### src/rtl/video_effects_stream.sv
// video_effects_stream: two-stage pixel-effects pipeline for the video path.
// Stage 1 applies delete / substitute / quantise, stage 2 applies grayscale /
// negative. Effect selection and colour operands are captured at each
// accepted start-of-packet beat, and every stage carries the enable bits
// that apply to its pixel, so a frame never mixes settings.
//
// Handshake: a beat transfers on a port in any cycle where valid && ready
// are both high at the rising edge. A source holding valid keeps its data,
// sop and eop stable until the transfer. in_ready depends combinationally
// on out_ready only; all other outputs come straight from registers.
module video_effects_stream #(
  parameter int R_BITS     = 5,
  parameter int G_BITS     = 6,
  parameter int B_BITS     = 5,
  parameter int QUANT_DROP = 2,
  localparam int PW        = R_BITS + G_BITS + B_BITS
) (
  input  logic          clk,
  input  logic          reset,
  input  logic [4:0]    effect,
  input  logic [PW-1:0] effect_delete_mask,
  input  logic [PW-1:0] effect_key_color,
  input  logic [PW-1:0] effect_substitute_color,
  input  logic [PW-1:0] in_data,
  input  logic          in_valid,
  output logic          in_ready,
  input  logic          in_sop,
  input  logic          in_eop,
  output logic [PW-1:0] out_data,
  output logic          out_valid,
  input  logic          out_ready,
  output logic          out_sop,
  output logic          out_eop,
  output logic          frame_active
);

  // Keeps the upper (W - QUANT_DROP) bits of each channel.
  localparam logic [PW-1:0] QMASK = {
    {(R_BITS-QUANT_DROP){1'b1}}, {QUANT_DROP{1'b0}},
    {(G_BITS-QUANT_DROP){1'b1}}, {QUANT_DROP{1'b0}},
    {(B_BITS-QUANT_DROP){1'b1}}, {QUANT_DROP{1'b0}}
  };

  // Widens a W-bit channel to 8 bits by replicating its MSBs into the LSBs.
  function automatic logic [7:0] expand8(input logic [7:0] c, input int w);
    logic [15:0] cx;
    cx = {8'd0, c};
    return 8'((cx << (8 - w)) | (cx >> (2 * w - 8)));
  endfunction

  // Per-frame configuration captured at the sop beat.
  logic [4:0]    cfg_effect;
  logic [PW-1:0] cfg_mask;
  logic [PW-1:0] cfg_key;
  logic [PW-1:0] cfg_subst;

  // Stage 1 holding register.
  logic          s1_valid;
  logic [PW-1:0] s1_data;
  logic          s1_sop;
  logic          s1_eop;
  logic          s1_gray;
  logic          s1_neg;

  logic          s1_ready;
  logic          s2_ready;
  logic          in_fire;
  logic          out_fire;

  // Stage-1 combinational operands and results.
  logic [4:0]    cur_effect;
  logic [PW-1:0] cur_mask;
  logic [PW-1:0] cur_key;
  logic [PW-1:0] cur_subst;
  logic [PW-1:0] p_del;
  logic [PW-1:0] p_sub;
  logic [PW-1:0] p_q;

  // Stage-2 combinational results.
  logic [R_BITS-1:0] ch_r;
  logic [G_BITS-1:0] ch_g;
  logic [B_BITS-1:0] ch_b;
  logic [7:0]        r8;
  logic [7:0]        g8;
  logic [7:0]        b8;
  logic [15:0]       luma_acc;
  logic [7:0]        luma;
  logic [PW-1:0]     p_gray;
  logic [PW-1:0]     p_neg;

  // A stage accepts when empty or when its content leaves this cycle.
  always_comb begin
    s2_ready = !out_valid || out_ready;
    s1_ready = !s1_valid || s2_ready;
    in_ready = s1_ready;
    in_fire  = in_valid && s1_ready;
    out_fire = out_valid && out_ready;
  end

  // Stage 1: the sop beat already uses the settings it brings with it.
  always_comb begin
    cur_effect = in_sop ? effect                  : cfg_effect;
    cur_mask   = in_sop ? effect_delete_mask      : cfg_mask;
    cur_key    = in_sop ? effect_key_color        : cfg_key;
    cur_subst  = in_sop ? effect_substitute_color : cfg_subst;
    p_del = cur_effect[0] ? (in_data & ~cur_mask) : in_data;
    p_sub = (cur_effect[1] && (p_del == cur_key)) ? cur_subst : p_del;
    p_q   = cur_effect[2] ? (p_sub & QMASK) : p_sub;
  end

  // Stage 2: BT.601-style luma on 8-bit expanded channels, then optional invert.
  always_comb begin
    ch_r     = s1_data[PW-1 -: R_BITS];
    ch_g     = s1_data[B_BITS +: G_BITS];
    ch_b     = s1_data[B_BITS-1:0];
    r8       = expand8(8'(ch_r), R_BITS);
    g8       = expand8(8'(ch_g), G_BITS);
    b8       = expand8(8'(ch_b), B_BITS);
    luma_acc = 16'd77 * {8'd0, r8} + 16'd150 * {8'd0, g8} + 16'd29 * {8'd0, b8};
    luma     = luma_acc[15:8];
    p_gray   = s1_gray ? {luma[7 -: R_BITS], luma[7 -: G_BITS], luma[7 -: B_BITS]}
                       : s1_data;
    p_neg    = s1_neg ? ~p_gray : p_gray;
  end

  // Capture the frame configuration on every accepted sop beat.
  always_ff @(posedge clk or negedge reset) begin
    if (!reset) begin
      cfg_effect <= '0;
      cfg_mask   <= '0;
      cfg_key    <= '0;
      cfg_subst  <= '0;
    end else if (in_fire && in_sop) begin
      cfg_effect <= effect;
      cfg_mask   <= effect_delete_mask;
      cfg_key    <= effect_key_color;
      cfg_subst  <= effect_substitute_color;
    end
  end

  // Stage 1 register: loads the processed input beat with its stage-2 enables.
  always_ff @(posedge clk or negedge reset) begin
    if (!reset) begin
      s1_valid <= 1'b0;
      s1_data  <= '0;
      s1_sop   <= 1'b0;
      s1_eop   <= 1'b0;
      s1_gray  <= 1'b0;
      s1_neg   <= 1'b0;
    end else if (s1_ready) begin
      s1_valid <= in_valid;
      if (in_valid) begin
        s1_data <= p_q;
        s1_sop  <= in_sop;
        s1_eop  <= in_eop;
        s1_gray <= cur_effect[3];
        s1_neg  <= cur_effect[4];
      end
    end
  end

  // Stage 2 register: drives the output port and holds it during stalls.
  always_ff @(posedge clk or negedge reset) begin
    if (!reset) begin
      out_valid <= 1'b0;
      out_data  <= '0;
      out_sop   <= 1'b0;
      out_eop   <= 1'b0;
    end else if (s2_ready) begin
      out_valid <= s1_valid;
      if (s1_valid) begin
        out_data <= p_neg;
        out_sop  <= s1_sop;
        out_eop  <= s1_eop;
      end
    end
  end

  // Output-side frame tracking; a single-beat frame never raises the flag.
  always_ff @(posedge clk or negedge reset) begin
    if (!reset) begin
      frame_active <= 1'b0;
    end else if (out_fire) begin
      if (out_eop)      frame_active <= 1'b0;
      else if (out_sop) frame_active <= 1'b1;
    end
  end

endmodule

### config.mk
export PLATFORM = sky130hd
export DESIGN_NAME = video_effects_stream
export DESIGN_NICKNAME = d
export VERILOG_FILES = /design/src/rtl/video_effects_stream.sv
export SDC_FILE = /design/constraint.sdc
export NUM_CORES = 1
export LEC_CHECK = 0
export ABC_CLOCK_PERIOD_IN_PS = 8300
export CORE_UTILIZATION = 55
export CTS_CLUSTER_SIZE = 8
export DETAILED_ROUTE_END_ITERATION = 8
export PLACE_DENSITY = 0.79
export SLEW_MARGIN = 30
export SYNTH_ARGS = -nofsm -noshare
export SYNTH_HDL_FRONTEND = slang
export SYNTH_SLANG_ARGS = --single-unit
### constraint.sdc
create_clock -name clk -period 8.3 [get_ports clk]
set_clock_uncertainty 0.1 [all_clocks]
set_input_delay 1.66 -clock clk [delete_from_list [all_inputs] [get_ports clk]]
set_output_delay 1.66 -clock clk [all_outputs]
set_load 0.02 [all_outputs]
==> summary.md <==
| Metric | Value |
|---|---|
| WP data arrival | `7.03 ns` |
| Worst-Skew Late Latency | `0.34 ns` |
| Slew Viols, Final | `0` |
| CTS Buf Count | `9` |
| Die width | `124 µm` |
| FF-to-FF setup slack | `1.36 ns` |
| Htree depth | `3` |
| Crit-path max FO | `10` |
| Syn Inst Count | `just under 800` |
| Largest family of logic cells by synthesized area | `adder cells` |
| # resized after CTS | `0` |
| Share of layout cells above drive strength 1 | `0.118` |
| Min Tclk post-route | `6.94 ns` |
| Largest net degree at the start of global routing | `70` |
| Simple-gate share of the synthesized area | `0.111` |
| Post-DP HPWL | `14,400 µm` |
| First-pass DRT Iterations | `4` |
| Vias | `6,044` |
| Critical setup path kind | `reg -> reg` |
| Synth Area in XOR/XNOR | `0.0448` |
| Post-DRT Antenna Nets | `0` |
| Post-placement worst setup slack | `~1.4 ns` |
| Initial antenna violation count | `2` |
| MaxCap Viol Count | `0` |
| Post-Synthesis Net Count | `just over 1,000` |
| Worst setup margin | `1.36 ns` |
| Unique masters post-synth | `50` |
| Yosys warnings | `0` |
| Min-delay worst type | `reg -> reg` |
| Die area | `about 0.015 mm²` |
| Mean post-synth cell area | `10.3 µm²` |
| Mapped Area | `between 0.008 and 0.009 mm²` |
| Row Count | `44` |
| Adder-cell share of the synthesized area | `0.260` |
| Nets | `1,087` |
| CTS tree | `done` |
| Routed WL | `around 18,000 µm` |
| Maximum clock path buffer count | `2` |
| Post-synthesis mux area share | `0.136` |
| Compound-Gate Fraction of Synth Area | `0.0886` |
| EDFF count, synth | `0` |
| Final hold violation count | `0` |
| Async set or reset register ratio after synthesis | `1.00` |
| IO Pins | `96` |
| Setup violators final | `0` |
| Vias in the first global route | `6,208` |
| # DRC | `0` |
| CP Capture Type | `flip-flop` |
| Syn-to-layout area delta | `16.4%` |
| GPL Wtd Cong | `0.895` |
| Port bufs | `95` |
| Least-Margin Pin Slew | `0.959 ns` |
| Outcome | `finished clean` |
| Initial Util | `0.565` |
| # clock sinks | `94` |
| GR Overflow Total | `0` |
| Synth Flop Type | `dfrtp_1` |
| CP Launch Type | `flip-flop` |
| Die Y | `~120 µm` |
| Via density | `5.69` |
| Register area share after synthesis | `0.286` |
| Cts hold-fix bufs | `0` |
| Slew HR | `0.360` |
| RSZ-0062 raised after global routing | `false` |
| Core ar. | `0.0145 mm²` |
| Post-CTS setup buffers | `0` |
| Tcrit/Tclk final | `0.836` |
| Initial DRC count | `367` |
| Fmax | `between 0.1 and 0.15 GHz` |
| Req. time, crit path | `about 8.4 ns` |
| Total GRT Usage | `0.248` |
| Setup TNS | `0 ns` |
| Avg WL per Cell | `17.0 µm` |
| Number of synthesized register bits | `94` |
| First-pass GRT wire length | `30,800 µm` |
| Clock Tree Root | `clkbuf_16` |
| Register clock-pin slew on the reported worst setup and hold paths | `0.06 ns` |
worst paths after layout:
| kind | startpoint | endpoint | cells after the start |
|---|---|---|---|
| worst max-delay path | s1_data[9] | out_data[4] | 24 |
| max in group asynchronous | reset | cfg_subst[8] | 3 |
| worst max register to register | s1_data[9] | out_data[4] | 24 |
| worst min register to register | s1_eop | out_eop | 2 |
| min in group asynchronous | reset | out_valid | 1 |
| worst min-delay path | s1_eop | out_eop | 2 |
kinds of logic after synthesis:
| logic type | after synthesis |
|---|---|
| muxes | 104 |
| adders and majority gates | 138 |
| xor gates and xnor gates | 42 |
| AOI/OAI and AO/OA | 103 |
| and+or+nand+nor | 180 |
| DFF | 94 |
| buffers and inverters | 133 |
worst max-delay path: stages, from the launching register on:
cell and delay, ns:
dfrtp_1 0.51, ha_1 0.36, ha_1 0.28, inv_1 0.05, fa_1 0.45, fa_1 0.49, inv_1 0.04, ha_1 0.33
a21oi_1 0.20, nand2_1 0.12, xor2_1 0.15, ha_1 0.30, fa_1 0.51, inv_1 0.05, fa_1 0.46, fa_1 0.54
inv_1 0.04, ha_1 0.34, nand3_1 0.15, nor2_1 0.07, a211oi_1 0.52, mux2i_1 0.15, nor2_1 0.16, mux2i_1 0.30
o311ai_1 0.15
layout make-up:
type | count | area, µm²
Multi-Input combinational cell | 567 | 5270
Fill cell | 1142 | 4970
Sequential cell | 94 | 2350
Timing Repair Buffer | 103 | 1020
Inverter | 99 | 372
Tap cell | 184 | 230
Clock buffer | 10 | 229
Clock inverter | 5 | 83.8
Antenna cell | 1 | 2.50
through the flow:
step | util | instance area [µm²] | cells | hold WS (ns)
floorplan | - | 8220 | 794 | 0.339
global placement | 0.634 | 9210 | 1046 | 0.348
detailed placement | 0.636 | 9240 | 1047 | 0.369
CTS | 0.657 | 9550 | 1062 | 0.386
global route | 0.658 | 9560 | 1062 | 0.407
finish | 0.658 | 9560 | 1063 | 0.386
per-layer routing:
layer	up-vias	global-route usage	routed length, µm
met5	-	0	13
li1	2889	-	-
met3	41	0.0517	869
met2	162	0.414	8860
met4	2	0.0815	496
met1	2950	0.320	7820
cells in the final DEF, fill, tap and decap left out, types with 3 or more instances in the layout:
cell and instances:
nand3_1 31, inv_1 99, o311ai_0 3, ha_1 83, a211oi_1 3, xnor2_1 31, o211ai_2 5, nor3_1 17
mux2i_1 44, buf_4 8, nand2_1 64, o311ai_1 3, nor2_1 18, fa_1 55, a21oi_1 20, nand4_1 8
a2bb2oi_1 6, dfrtp_1 94, o21ai_0 19, or3_1 8, clkbuf_16 9, xor2_1 11, o211ai_1 14, nand3b_1 3
a21o_1 3, a22oi_1 10, a31oi_1 4, clkdlybuf4s50_1 93, nand2b_1 11, nand3_2 8, o21bai_1 4, mux2_2 60
synthesized netlist by cell type, drive strengths merged (3+ instances only):
master	n	share of area
inv	99	0.045
dfrtp	94	0.29
ha	83	0.13
nand2	66	0.030
mux2	60	0.082
fa	55	0.13
mux2i	44	0.054
nand3	39	0.029
xnor2	31	0.033
buf	23	0.023
a21oi	20	0.012
o211ai	19	0.020
o21ai	19	0.012
nor2	18	0.0082
nor3	17	0.010
clkbuf	11	0.0050
nand2b	11	0.0084
xor2	11	0.012
a22oi	10	0.0091
nand4	8	0.0061
or3	8	0.0061
a2bb2oi	6	0.0064
o311ai	6	0.0064
a31oi	4	0.0030
o21bai	4	0.0037
a211oi	3	0.0027
a21o	3	0.0027
nand3b	3	0.0027
state kept, by name, indices dropped and copies added (netlist names):
signal and count:
s1_data 16, cfg_mask 16, s1_valid 1, s1_neg 1, out_data 16, out_valid 1, out_eop 1, out_sop 1
s1_gray 1, cfg_subst 16, s1_eop 1, frame_active 1, cfg_key 16, s1_sop 1, cfg_effect 5
Power is left out: the tool's default activity adds up to more than one toggle a clock period on the data nets, which glitch-free logic cannot reach.
